File: config.mk
export PLATFORM = sky130hd
export DESIGN_NAME = seg_scan_capture
export DESIGN_NICKNAME = d
export VERILOG_FILES = /design/src/rtl/seg_scan_capture.sv
export SDC_FILE = /design/constraint.sdc
export NUM_CORES = 1
export LEC_CHECK = 0
export CAP_MARGIN = 20
export CELL_PAD_IN_SITES_DETAIL_PLACEMENT = 1
export CELL_PAD_IN_SITES_GLOBAL_PLACEMENT = 1
export CORE_MARGIN = 2
export CORE_UTILIZATION = 33
export DETAILED_ROUTE_END_ITERATION = 16
export PLACE_DENSITY = 0.68
export SLEW_MARGIN = 20
export SYNTH_ARGS = -nofsm -noshare
export SYNTH_HDL_FRONTEND = slang
export SYNTH_SLANG_ARGS = --single-unit
export TNS_END_PERCENT = 50
File: constraint.sdc
create_clock -name clk -period 3.33 [get_ports clk]
set_input_delay 0.8325 -clock clk [delete_from_list [all_inputs] [get_ports clk]]
set_output_delay 0.8325 -clock clk [all_outputs]
set_load 0.02 [all_outputs]
File: src/rtl/seg_scan_capture.sv
// Monitors a multiplexed active-low 7-segment bus and recovers the hex nibble shown on each of 4 digits.
// {an,seg} is synchronized, qualified by a stability window, then decoded once per stable window.
module seg_scan_capture #(
    parameter int STABLE_CYCLES = 8,
    parameter int CNT_W         = 8
) (
    input  logic        clk,
    input  logic        rst_n,
    input  logic [3:0]  an,
    input  logic [6:0]  seg,
    output logic [15:0] digits,
    output logic [3:0]  digit_valid,
    output logic        update,
    output logic        err_seg,
    output logic        err_an,
    output logic        frame_done
);

    logic [10:0]      s1, s2, prev;
    logic [CNT_W-1:0] cnt;
    logic [3:0]       seen;
    logic             sample;

    logic [3:0]       an_s;
    logic             an_blank;
    logic             an_single;
    logic [1:0]       an_idx;
    logic             dec_ok;
    logic [3:0]       dec_nib;
    logic [3:0]       old_nib;
    logic [3:0]       seen_nx;

    always_ff @(posedge clk or negedge rst_n) begin
        if (!rst_n) begin
            s1   <= '1;
            s2   <= '1;
            prev <= '1;
            cnt  <= '0;
        end else begin
            s1   <= {an, seg};
            s2   <= s1;
            prev <= s2;
            if (s2 != prev)
                cnt <= '0;
            else if (cnt < CNT_W'(STABLE_CYCLES))
                cnt <= cnt + CNT_W'(1);
        end
    end

    // Only the edge where cnt reaches the threshold samples, so one event per stable window.
    assign sample = (s2 == prev) && (cnt == CNT_W'(STABLE_CYCLES - 1));

    assign an_s = prev[10:7];

    always_comb begin
        an_blank  = 1'b0;
        an_single = 1'b0;
        an_idx    = 2'd0;
        case (an_s)
            4'b1111: an_blank = 1'b1;
            4'b1110: begin an_single = 1'b1; an_idx = 2'd0; end
            4'b1101: begin an_single = 1'b1; an_idx = 2'd1; end
            4'b1011: begin an_single = 1'b1; an_idx = 2'd2; end
            4'b0111: begin an_single = 1'b1; an_idx = 2'd3; end
            default: ;
        endcase
    end

    always_comb begin
        dec_ok  = 1'b1;
        dec_nib = 4'h0;
        case (prev[6:0])
            7'b1000000: dec_nib = 4'h0;
            7'b1111001: dec_nib = 4'h1;
            7'b0100100: dec_nib = 4'h2;
            7'b0110000: dec_nib = 4'h3;
            7'b0011001: dec_nib = 4'h4;
            7'b0010010: dec_nib = 4'h5;
            7'b0000010: dec_nib = 4'h6;
            7'b1111000: dec_nib = 4'h7;
            7'b0000000: dec_nib = 4'h8;
            7'b0010000: dec_nib = 4'h9;
            7'b0001000: dec_nib = 4'hA;
            7'b0000011: dec_nib = 4'hB;
            7'b1000110: dec_nib = 4'hC;
            7'b0100001: dec_nib = 4'hD;
            7'b0000110: dec_nib = 4'hE;
            7'b0001110: dec_nib = 4'hF;
            default:    dec_ok  = 1'b0;
        endcase
    end

    assign old_nib = digits[{an_idx, 2'b00} +: 4];
    assign seen_nx = seen | (4'b0001 << an_idx);

    always_ff @(posedge clk or negedge rst_n) begin
        if (!rst_n) begin
            digits      <= '0;
            digit_valid <= '0;
            seen        <= '0;
            update      <= 1'b0;
            err_seg     <= 1'b0;
            err_an      <= 1'b0;
            frame_done  <= 1'b0;
        end else begin
            update     <= 1'b0;
            err_seg    <= 1'b0;
            err_an     <= 1'b0;
            frame_done <= 1'b0;
            if (sample && !an_blank) begin
                if (!an_single) begin
                    err_an <= 1'b1;
                end else if (!dec_ok) begin
                    err_seg <= 1'b1;
                end else begin
                    digits[{an_idx, 2'b00} +: 4] <= dec_nib;
                    digit_valid[an_idx]          <= 1'b1;
                    update <= (old_nib != dec_nib) || !digit_valid[an_idx];
                    // A completed frame restarts collection so the next pulse needs 4 fresh captures.
                    if (seen_nx == 4'b1111) begin
                        frame_done <= 1'b1;
                        seen       <= '0;
                    end else begin
                        seen <= seen_nx;
                    end
                end
            end
        end
    end

endmodule

* Word level (Yosys, flattened, before mapping)
Index checks and enable logic that the tools add are counted.
Word-level totals: register bits after elaboration 69, input port bits 13, output and inout bits 24, word-level logic and storage cells 83
Cells by class: add/subtract/negate cells 2, magnitude comparators 3, eq/ne operators 25, shift operators 4, multiplexer cells 25, bitwise operators 2, reductions and logical operators 11
Operators by type and width (number):
- one-hot mux 4 bit (15 select lines) | 1
- equality test 7 bit (second input constant) | 4
- equality test 7 x 5 -> 1 bit (second input constant) | 3
- equality test 7 x 6 -> 1 bit (second input constant) | 3
- equality test 4 bit (second input constant) | 5
- 2-to-1 mux 1 bit | 17
- bitwise mux 16 bit | 1
- 2-to-1 mux 8 bit | 2
- OR reduction 16 bit | 1
- variable shift 4 x 6 -> 16 bit (first input constant) | 1
- indexed part select 16 x 5 -> 4 bit | 1
- indexed part select 4 x 6 -> 16 bit | 1
- equality test 7 x 2 -> 1 bit (second input constant) | 2
- equality test 7 x 4 -> 1 bit (second input constant) | 2
- equality test 11 bit | 1
- inequality test 11 bit | 1
- adder 8 x 1 -> 8 bit (second input constant) | 1
- equality test 8 x 3 -> 1 bit (second input constant) | 1
- < comparator 8 x 4 -> 1 bit (second input constant) | 1
- OR 4 bit | 2
- equality test 7 x 3 -> 1 bit (second input constant) | 1
- logical NOT 7 bit | 1
- negation 4 -> 6 bit | 1
- one-hot mux 2 bit (3 select lines) | 1
- 14 further kinds | 17

* Logic depth before layout (Yosys ltp)
Gate-level depths: netlist of the first run.
word-level depth 9, mapped depth 10, depth with buffers taken out 8

* Worst setup path after synthesis of the first run
Ideal clock, no wire load.
kind flip-flop to flip-flop, start register prev[4], end register digits[0], library setup time 0.125 ns, arrival 2.509 ns, required time 3.205 ns, path slack 0.696 ns, cell stages (with the launch flop) 9, path buffers 2, period minus slack after synthesis 2.634 ns, cell sequence dfstp_2 -> clkbuf_1 -> nand3_1 -> o32a_1 -> o221a_2 -> clkbuf_1 -> a2111oi_4 -> nand2_2 -> mux2_2
Between the ends: cells in the longest elaborated chain, start to end 4, elaborated cells between the ends (all ways) 25, classes of those cells eq/ne (16); shift (1); mux (3); reduce/logical (5)
Ends and longest elaborated chain:
- start: declaration | RTL line 19 | logic [10:0] s1, s2, prev;
- start signal: assignment | RTL line 37 | prev <= '1;
- start signal: assignment | RTL line 42 | prev <= s2;
- equality test 7 x 4 -> 1 bit (tied with other cells) | RTL line 72 | case (prev[6:0])
- one-hot mux 4 bit (15 select lines) (tied with other cells) | RTL line 72
- indexed part select 4 x 6 -> 16 bit (tied with other cells) | RTL line 116 | digits[{an_idx, 2'b00} +: 4] <= dec_nib;
- bitwise mux 16 bit / AND reduction 3 bit (equally long branches)
- end signal: indexed assignment | RTL line 116
- end: declaration | RTL line 11 | output logic [15:0] digits,
Parallel ways exist; a longest one is shown, timed or not. A chain may end at the register's enable or synchronous reset.

* Worst setup path after layout of the first run
start register prev[3], end register seen[0]
Between the ends: cells in the longest elaborated chain, start to end 4, elaborated cells between the ends (all ways) 22, classes of those cells eq/ne (16); mux (1); reduce/logical (5)
Ends and longest elaborated chain:
- equality test 7 x 4 -> 1 bit (tied with other cells) | RTL line 72
- OR reduction 16 bit (no line) / logical AND 1 bit (equally long branches)
- 2-to-1 mux 1 bit / logical AND 1 bit (equally long branches) | RTL line 72, 110
- AND reduction 3 bit (no line) *
- end signal: assignment | RTL line 124 | seen <= seen_nx;
- end: declaration | RTL line 21 | logic [3:0] seen;
Every way passes the cells marked *; elsewhere a longest branch is shown, timed or not.

==> out/metrics.cfg, run 1 <==
[critical_path]
worst-r2r-setup-slack_ps = 400
end_kind = flop
worst_r2r_startpoint = prev[3]
worst_ep_arrival_time_ps = 3190
critPathSlowestCell = a2111oi_4
cp_max_fo = 14
crit_chain = or3b_1 > a2111oi_2 > a211oi_1 > a2111oi_4 > buf_4 > a21oi_1 > a21oi_1
crit_top_cell = a21oi_1
rr_worst_depth = 7
r2r_end = seen[0]
worstPathRequired_ps = 3590
critPathKind = flop to flop
crit_path_max_incr_delay_ps = 690
startpoint_type = flop

[grt]
grt_remaining_overflow = 0
grt_util_all_layers_pct = 15.1
grt_pass1_wl_um = 12000
grt_start_max_net_pins = 39
grt_pass1_vias = 2411
antenna_found_initial = 0

[yosys]
syn_area_um2 = 3180
synth_ff_type = dfrtp_1
synth_edf_count = 0
synthArstFlopShare_pct = 100
syn_inst = 281
synth.net_count = 303
synth_cell_types = 49
postSynthAreaPerCell_um2 = 11.3
ys_warn_count = 0
seq_area_frac_synth_pct = 55.5
ys_ff_latch = 69

[cells_and_area]
final_cell_mix = 36 x dfrtp_1, 35 x clkdlybuf4s50_1, 33 x dfstp_2
finish.utilization_pct = 42.0
syn2layout_area_growth_pct = 22.4
drive_gt1_share_pct = 26.2
instances_no_fill = 454
final_common_cell = dfrtp_1
stdcell_area_um2 = 3900
nNetsFinal = 342
fill_cells = 1046
antennaDiodeCount = 0

[timing]
relSlewSlack_pct = 44.1
hold_viol_final = 0
setup_viol = 0
fin_crit_sh_pct = 87.9
final-max-slew-violation-count = 0
max_freq_mhz = 342
tns_ps = 0
worst_pin_slew_ps = 838
grt_setup_unrepaired = no
fin_skew_ps = 13.5
period_needed_ps = 2930
hold_slack_ps = 357

[run_status]
status = finished clean

[pwr]
peakVddDrop_uv = 234
p_leak_nw = 1.65
power.density_nw_per_um2 = 434

[detailed_routing]
via_per_inst = 4.83
drt_wl_total_um = 6940
dr_total_vias = 2191
drc = 0
wl_per_cell_um = 15.3
drt_iter0_drc = 51
first_pass_iters = 4
ant_nets = 0

[place]
place_area_um2 = 3690
numPortBuffers = 36
place_inst = 438
hpwlAfterDp_um = 4950
gp_congestion = 0.796

[min_path]
min_path_cells = 0
min_from = s1[6]
min_to = s2[6]
hp-class = flop to flop

[clocking]
numCtsBuffers = 9
cts_sinks = 69
post_cts_resize_count = 0
clock_latency_ps = 350
clockBufferDepth = 2
postCtsSetupRepairBufs = 0
ctsHoldBuffers = 0
clk_pin_slew_worst_paths_ps = 70
h-tree-depth = 3
cts_tree = yes
root_buffer = clkbuf_8

[die]
num_rows = 35
dieHeight_um = 102
start_util_pct = 34.3
dieArea_um2 = 10500
core_area_um2 = 9280
ios = 37
fp.dieW_um = 102

[job]
drv_cap = 0

## metal layers
layer,track usage [%],routed length [um],up-vias
li1,-,-,1038
met1,19.7,3280,1115
met2,24.4,3380,33
met3,3.90,212,5
met4,5.54,74,0
met5,0,0,-
## cells by family (layout without fill, tap and decap cells)
kind of cell	count (synthesis)	count (layout)	share of synthesized area, %
buffers and inverters	27	71	3.30
xor gates and xnor gates	20	20	5.50
muxes	22	22	7.58
AOI/OAI and AO/OA	44	44	10.6
adders and majority gates	9	9	3.54
and+or+nand+nor	90	90	13.9
DFF	69	69	55.5
## worst max-delay path by stage
stage                        from         end  slack (ps)  depth (start not counted)
final                     prev[3]     seen[0]         400                          7
after global routing      prev[3]     seen[0]         170                          7
after CTS                 prev[3]     seen[0]         380                          7
after detailed placement  prev[3]   digits[7]         410                          6
after global placement    prev[3]  digits[15]         460                          6
after floorplan           prev[4]   digits[0]         700                          8
## through the flow
| step | power, W | worst slack [ps] |
|---|---|---|
| finish | 0.00169 | 404 |
| detailed placement | 0.00103 | 412 |
| global placement | 0.00103 | 462 |
| floorplan | 0.000975 | 696 |
| CTS | 0.00172 | 383 |
| global route | 0.00178 | 173 |
## power by group
group / leakage (nW) / switching [W] / internal, W / total (W)
Combinational: 0.704 / 0.0000636 / 0.0000482 / 0.000112
Clock: 0.0997 / 0.000323 / 0.000356 / 0.000679
Sequential: 0.850 / 0.0000272 / 0.000875 / 0.000903
## worst max-delay path: cells and delay by family, from the launching register on
kind	cells	cell delay [ps]
compound gates	5	1480
flops	1	670
simple gates	1	390
buf+inv	1	310
## synthesized netlist by cell type, types with 2 or more instances
cell	n	share of area [%]
nor4_1	3	0.59
mux2_2	17	6.0
nor3_1	6	0.94
nand2_1	17	2.0
nor2b_1	2	0.39
o22ai_1	3	0.59
ha_1	9	3.5
buf_2	3	0.47
a21o_1	4	0.94
a211oi_1	4	0.94
o21ai_0	3	0.47
nand2_2	4	0.79
xnor2_1	7	1.9
nor3b_1	3	0.71
xor2_1	13	3.6
or3_1	3	0.59
clkbuf_1	9	1.1
nor2_1	31	3.7
buf_1	3	0.35
nand2b_1	4	0.79
or2_2	2	0.39
mux2i_1	5	1.6
dfrtp_1	36	28
nand3b_1	2	0.47
dfstp_2	33	27
o21a_1	2	0.47
a21oi_1	13	2.0
inv_1	12	1.4
nand3_1	4	0.63
a32oi_1	3	0.83
and3_1	3	0.59
## flip-flops by register name (all words and copies together), names as in the netlist, 4 cells and up
register,flops
digits,16
prev,11
s1,11
s2,11
cnt,8
digit_valid,4
seen,4
## layout make-up
| type | count | area [um^2] | share of cell area [%] |
|---|---|---|---|
| Sequential cell | 69 | 1770 | 45.3 |
| Multi-Input combinational cell | 185 | 1310 | 33.6 |
| Timing Repair Buffer | 43 | 408 | 10.5 |
| Clock buffer | 12 | 176 | 4.53 |
| Tap cell | 129 | 161 | 4.14 |
| Inverter | 12 | 45.0 | 1.16 |
| Clock inverter | 4 | 28.8 | 0.738 |
Power figures use the tool's default switching activity.
==> run 2: changes to the inputs <==
--- a/config.mk
+++ b/config.mk
@@ -5,13 +5,14 @@
 export SDC_FILE = /design/constraint.sdc
 export NUM_CORES = 1
 export LEC_CHECK = 0
+export ABC_AREA = 1
 export CAP_MARGIN = 20
 export CELL_PAD_IN_SITES_DETAIL_PLACEMENT = 1
 export CELL_PAD_IN_SITES_GLOBAL_PLACEMENT = 1
 export CORE_MARGIN = 2
 export CORE_UTILIZATION = 33
 export DETAILED_ROUTE_END_ITERATION = 16
-export PLACE_DENSITY = 0.68
+export PLACE_DENSITY = 0.71
 export SLEW_MARGIN = 20
 export SYNTH_ARGS = -nofsm -noshare
 export SYNTH_HDL_FRONTEND = slang
==> out/metrics.cfg, run 2 <==
[run_status]
status = finished clean

[clocking]
clock_latency_ps = 350
numCtsBuffers = 9
h-tree-depth = 3
postCtsSetupRepairBufs = 0
ctsHoldBuffers = 0
post_cts_resize_count = 0
clk_pin_slew_worst_paths_ps = 80
root_buffer = clkbuf_8
clockBufferDepth = 2
cts_sinks = 69
cts_tree = yes

[die]
core_area_um2 = 10700
num_rows = 38
dieHeight_um = 108
ios = 37
dieArea_um2 = 11700
start_util_pct = 33.5
fp.dieW_um = 108

[yosys]
synth.net_count = 481
ys_top_cells_by_count = 160 x nand2_1, 63 x nor2_1, 45 x nand3_1
synth_top_cell_area_share_pct = 25.1
ys_warn_count = 0
syn_area_um2 = 3590
synth_ff_type = dfrtp_1
synth_area_leader_cell = dfrtp_1
syn_inst = 459
yosysMostFrequentCell = nand2_1
synth_cell_types = 29
synthArstFlopShare_pct = 100
seq_area_frac_synth_pct = 49.3
synthTopCellsByArea = dfrtp_1 25%, dfstp_2 24%, nand2_1 17%, nor2_1 6.6%, nand3_1 6.3%
postSynthAreaPerCell_um2 = 7.81
synth_edf_count = 0
ys_ff_latch = 69

[job]
drv_cap = 0

[detailed_routing]
drt_iter0_drc = 81
drc = 0
first_pass_iters = 4
ant_nets = 0
wl_per_cell_um = 14.0
dr_total_vias = 2993
drt_wl_total_um = 9050
via_per_inst = 4.63

[timing]
grt_setup_unrepaired = no
relSlewSlack_pct = 52.3
max_freq_mhz = 350
final-max-slew-violation-count = 0
setup_viol = 0
period_needed_ps = 2850
tns_ps = 0
fin_crit_sh_pct = 85.7
hold_viol_final = 0
fin_skew_ps = 10.5
worst_pin_slew_ps = 714
setup_slack_ps = 476

[grt]
grt_start_max_net_pins = 70
antenna_found_initial = 0
grt_pass1_wl_um = 15400
grt_pass1_vias = 3168
grt_remaining_overflow = 0
grt_util_all_layers_pct = 17.1

[cells_and_area]
drive_gt1_share_pct = 16.0
final_common_cell = nand2_1
largest_reg_flops = 16
regMostFlops = digits
final_cell_mix = 160 x nand2_1, 63 x nor2_1, 45 x nand3_1
antennaDiodeCount = 0
nNetsFinal = 523
syn2layout_area_growth_pct = 20.0

[critical_path]
startpoint_type = flop
end_kind = flop
critPathKind = flop to flop
worstPathRequired_ps = 3560
worst_ep_arrival_time_ps = 3090
cp_max_fo = 13

[place]
gp_congestion = 0.900
numPortBuffers = 36
preCtsSetupSlack_ps = 611
hpwlAfterDp_um = 6690

[pwr]
peakVddDrop_uv = 248
p_leak_nw = 2.13
power.total_w = 0.00176
power.density_nw_per_um2 = 409

[min_path]
hp-class = flop to flop

==> run 2: final cells by class <==
class | instances | area (um^2)
Tap cell | 140 | 175
Multi-Input combinational cell | 333 | 1580
Timing Repair Buffer | 39 | 390
Sequential cell | 69 | 1770
Clock inverter | 7 | 78.8
Inverter | 49 | 186
Fill cell | 1309 | 6390
Clock buffer | 9 | 124
==> run 2: final timing paths <==
path,from,endpoint,slack (ps),depth (start not counted)
setup / recovery,prev[8],seen[0],480,9
hold / removal,s1[9],s2[9],360,0
setup reg to reg,prev[8],seen[0],480,9
hold reg to reg,s1[9],s2[9],360,0
max in group asynchronous,rst_n,s1[7],2500,2
min in group asynchronous,rst_n,digits[1],490,2
==> run 2: kinds of logic after synthesis <==
group,count (synthesis),share of synthesized area (%)
and+or+nand+nor,305,37.2
DFF,69,49.3
buffers and inverters,57,6.59
AOI/OAI and AO/OA,11,1.85
adders and majority gates,9,3.14
xor gates and xnor gates,8,1.95
==> run 2: stage by stage <==
step | instance area [um^2] | cells | hold WS [ps] | utilization [%]
3_5_place_dp | 4100 | 630 | 348 | 38.3
2_1_floorplan | 3590 | 459 | 345 | -
4_1_cts | 4300 | 646 | 359 | 40.2
5_1_grt | 4300 | 646 | 362 | 40.2
6_report | 4300 | 646 | 357 | 40.2
3_3_place_gp | 4100 | 630 | 346 | 38.3
==> run 2: power by group <==
part	switching, W	internal, W	total, W	leakage [nW]
combinational	0.0000960	0.0000495	0.000145	1.18
sequential	0.0000185	0.000875	0.000893	0.850
clock	0.000363	0.000357	0.000720	0.102
==> run 2: per-layer routing <==
| metal | wire length, um | vias up | track usage (%) |
|---|---|---|---|
| li1 | - | 1521 | - |
| met1 | 4190 | 1415 | 21.3 |
| met2 | 4470 | 50 | 29.9 |
| met3 | 297 | 7 | 3.44 |
| met4 | 94 | 0 | 4.85 |
| met5 | 0 | - | 0 |
==> run 2: critical path, cell delays in order (launching register included) <==
cell and delay, ps:
dfstp_2 410, nand2_1 320, nand3_1 460, inv_1 320, ha_1 250, nor2_1 90
nor4_1 600, nor2_1 80, nand4_1 140, nand2_1 80
==> run 3: changes to the inputs <==
--- a/config.mk
+++ b/config.mk
@@ -7,12 +7,12 @@
 export LEC_CHECK = 0
 export ABC_AREA = 1
 export CAP_MARGIN = 20
-export CELL_PAD_IN_SITES_DETAIL_PLACEMENT = 1
-export CELL_PAD_IN_SITES_GLOBAL_PLACEMENT = 1
+export CELL_PAD_IN_SITES_DETAIL_PLACEMENT = 2
+export CELL_PAD_IN_SITES_GLOBAL_PLACEMENT = 2
 export CORE_MARGIN = 2
 export CORE_UTILIZATION = 33
 export DETAILED_ROUTE_END_ITERATION = 16
-export PLACE_DENSITY = 0.71
+export PLACE_DENSITY = 0.85
 export SLEW_MARGIN = 20
 export SYNTH_ARGS = -nofsm -noshare
 export SYNTH_HDL_FRONTEND = slang
==> out/metrics.cfg, run 3 (same netlist as run 2, synthesis figures left out) <==
[clocking]
clk_pin_slew_worst_paths_ps = 80
numCtsBuffers = 9
postCtsSetupRepairBufs = 0
cts_tree = yes
h-tree-depth = 3
clock_latency_ps = 360
cts_sinks = 69
root_buffer = clkbuf_8
post_cts_resize_count = 0
ctsHoldBuffers = 0
clockBufferDepth = 2

[die]
dieHeight_um = 108
ios = 37
num_rows = 38
start_util_pct = 33.5
fp.dieW_um = 108
core_area_um2 = 10700
dieArea_um2 = 11700

[min_path]
hp-class = flop to flop

[cells_and_area]
finish.utilization_pct = 40.4
antennaDiodeCount = 0
final_cell_mix = 160 x nand2_1, 63 x nor2_1, 45 x nand3_1
stdcell_area_um2 = 4330
final_common_cell = nand2_1
instances_no_fill = 646
drive_gt1_share_pct = 16.0
nNetsFinal = 523
largest_reg_flops = 16
regMostFlops = digits
syn2layout_area_growth_pct = 20.7

[timing]
hold_viol_final = 0
worst_pin_slew_ps = 762
setup_viol = 0
hold_slack_ps = 359
fin_skew_ps = 11.5
fin_crit_sh_pct = 82.1
max_freq_mhz = 366
tns_ps = 0
relSlewSlack_pct = 49.0
period_needed_ps = 2730
grt_setup_unrepaired = no
final-max-slew-violation-count = 0

[detailed_routing]
via_per_inst = 4.79
wl_per_cell_um = 15.9
dr_total_vias = 3095
drt_wl_total_um = 10300
drt_iter0_drc = 55
drc = 0
first_pass_iters = 4
ant_nets = 0

[place]
place_inst = 630
place_area_um2 = 4100
hpwlAfterDp_um = 7700
numPortBuffers = 36
gp_congestion = 0.843

[critical_path]
worst_ep_arrival_time_ps = 2980
startpoint_type = flop
crit_path_max_incr_delay_ps = 610
end_kind = flop
worstPathRequired_ps = 3580
critPathSlowestCell = dfstp_2
critPathKind = flop to flop
crit_chain = nand2_1 > nand3_1 > buf_4 > ha_1 > nor2_1 > nor4_1 > nor2_1 > nand4_1 > nand2_1
cp_max_fo = 23

[grt]
grt_util_all_layers_pct = 19.5
grt_pass1_wl_um = 17700
antenna_found_initial = 0
grt_remaining_overflow = 0
grt_pass1_vias = 3572
grt_start_max_net_pins = 48

[run_status]
status = finished clean

[pwr]
peakVddDrop_uv = 290
p_leak_nw = 2.15
power.density_nw_per_um2 = 422

[job]
drv_cap = 0

[run 3: path summary, 6_finish.rpt]
kind | startpoint | end | slack, ps | cells past startpoint
max | prev[8] | seen[1] | 600 | 9
min | s1[0] | s2[0] | 360 | 0
max reg2reg | prev[8] | seen[1] | 600 | 9
min reg2reg | s1[0] | s2[0] | 360 | 0
max in group asynchronous | rst_n | s1[8] | 2200 | 2
min in group asynchronous | rst_n | prev[6] | 780 | 1
[run 3: layer usage]
layer / track usage [%] / vias to the layer above / wire (um)
met2: 34.0 / 39 / 5270
li1: - / 1511 / -
met3: 4.04 / 12 / 234
met5: 0 / - / 0
met1: 24.3 / 1533 / 4590
met4: 6.23 / 0 / 170
[run 3: stage by stage]
stage	power (W)	setup WS, ps
3_5_place_dp	0.00106	611
4_1_cts	0.00185	550
5_1_grt	0.00191	289
2_1_floorplan	0.000993	1090
3_3_place_gp	0.00105	747
6_report	0.00182	596
[run 3: worst max-delay path: cells and delay by family, from the launching register on]
kind,cells,cell delay [ps]
and+or+nand+nor,7,1480
adders and majority gates,1,240
DFF,1,610
buffers and inverters,1,280
[run 3: cell type report]
class                      count  area, um^2
fill                        1245        6370
sequential                    69        1770
multi-input combinational    333        1580
timing repair buffer          39         390
inverter                      49         186
tap                          140         175
clock buffer                  11         163
clock inverter                 5        62.6
[run 3: report_power, final]
part	leakage, nW	internal (W)	total [W]	switching [W]
Combinational	1.18	0.0000494	0.000152	0.000102
Sequential	0.850	0.000875	0.000895	0.0000201
Clock	0.116	0.000419	0.000778	0.000359
Total	2.15	0.00134	0.00182	0.000481
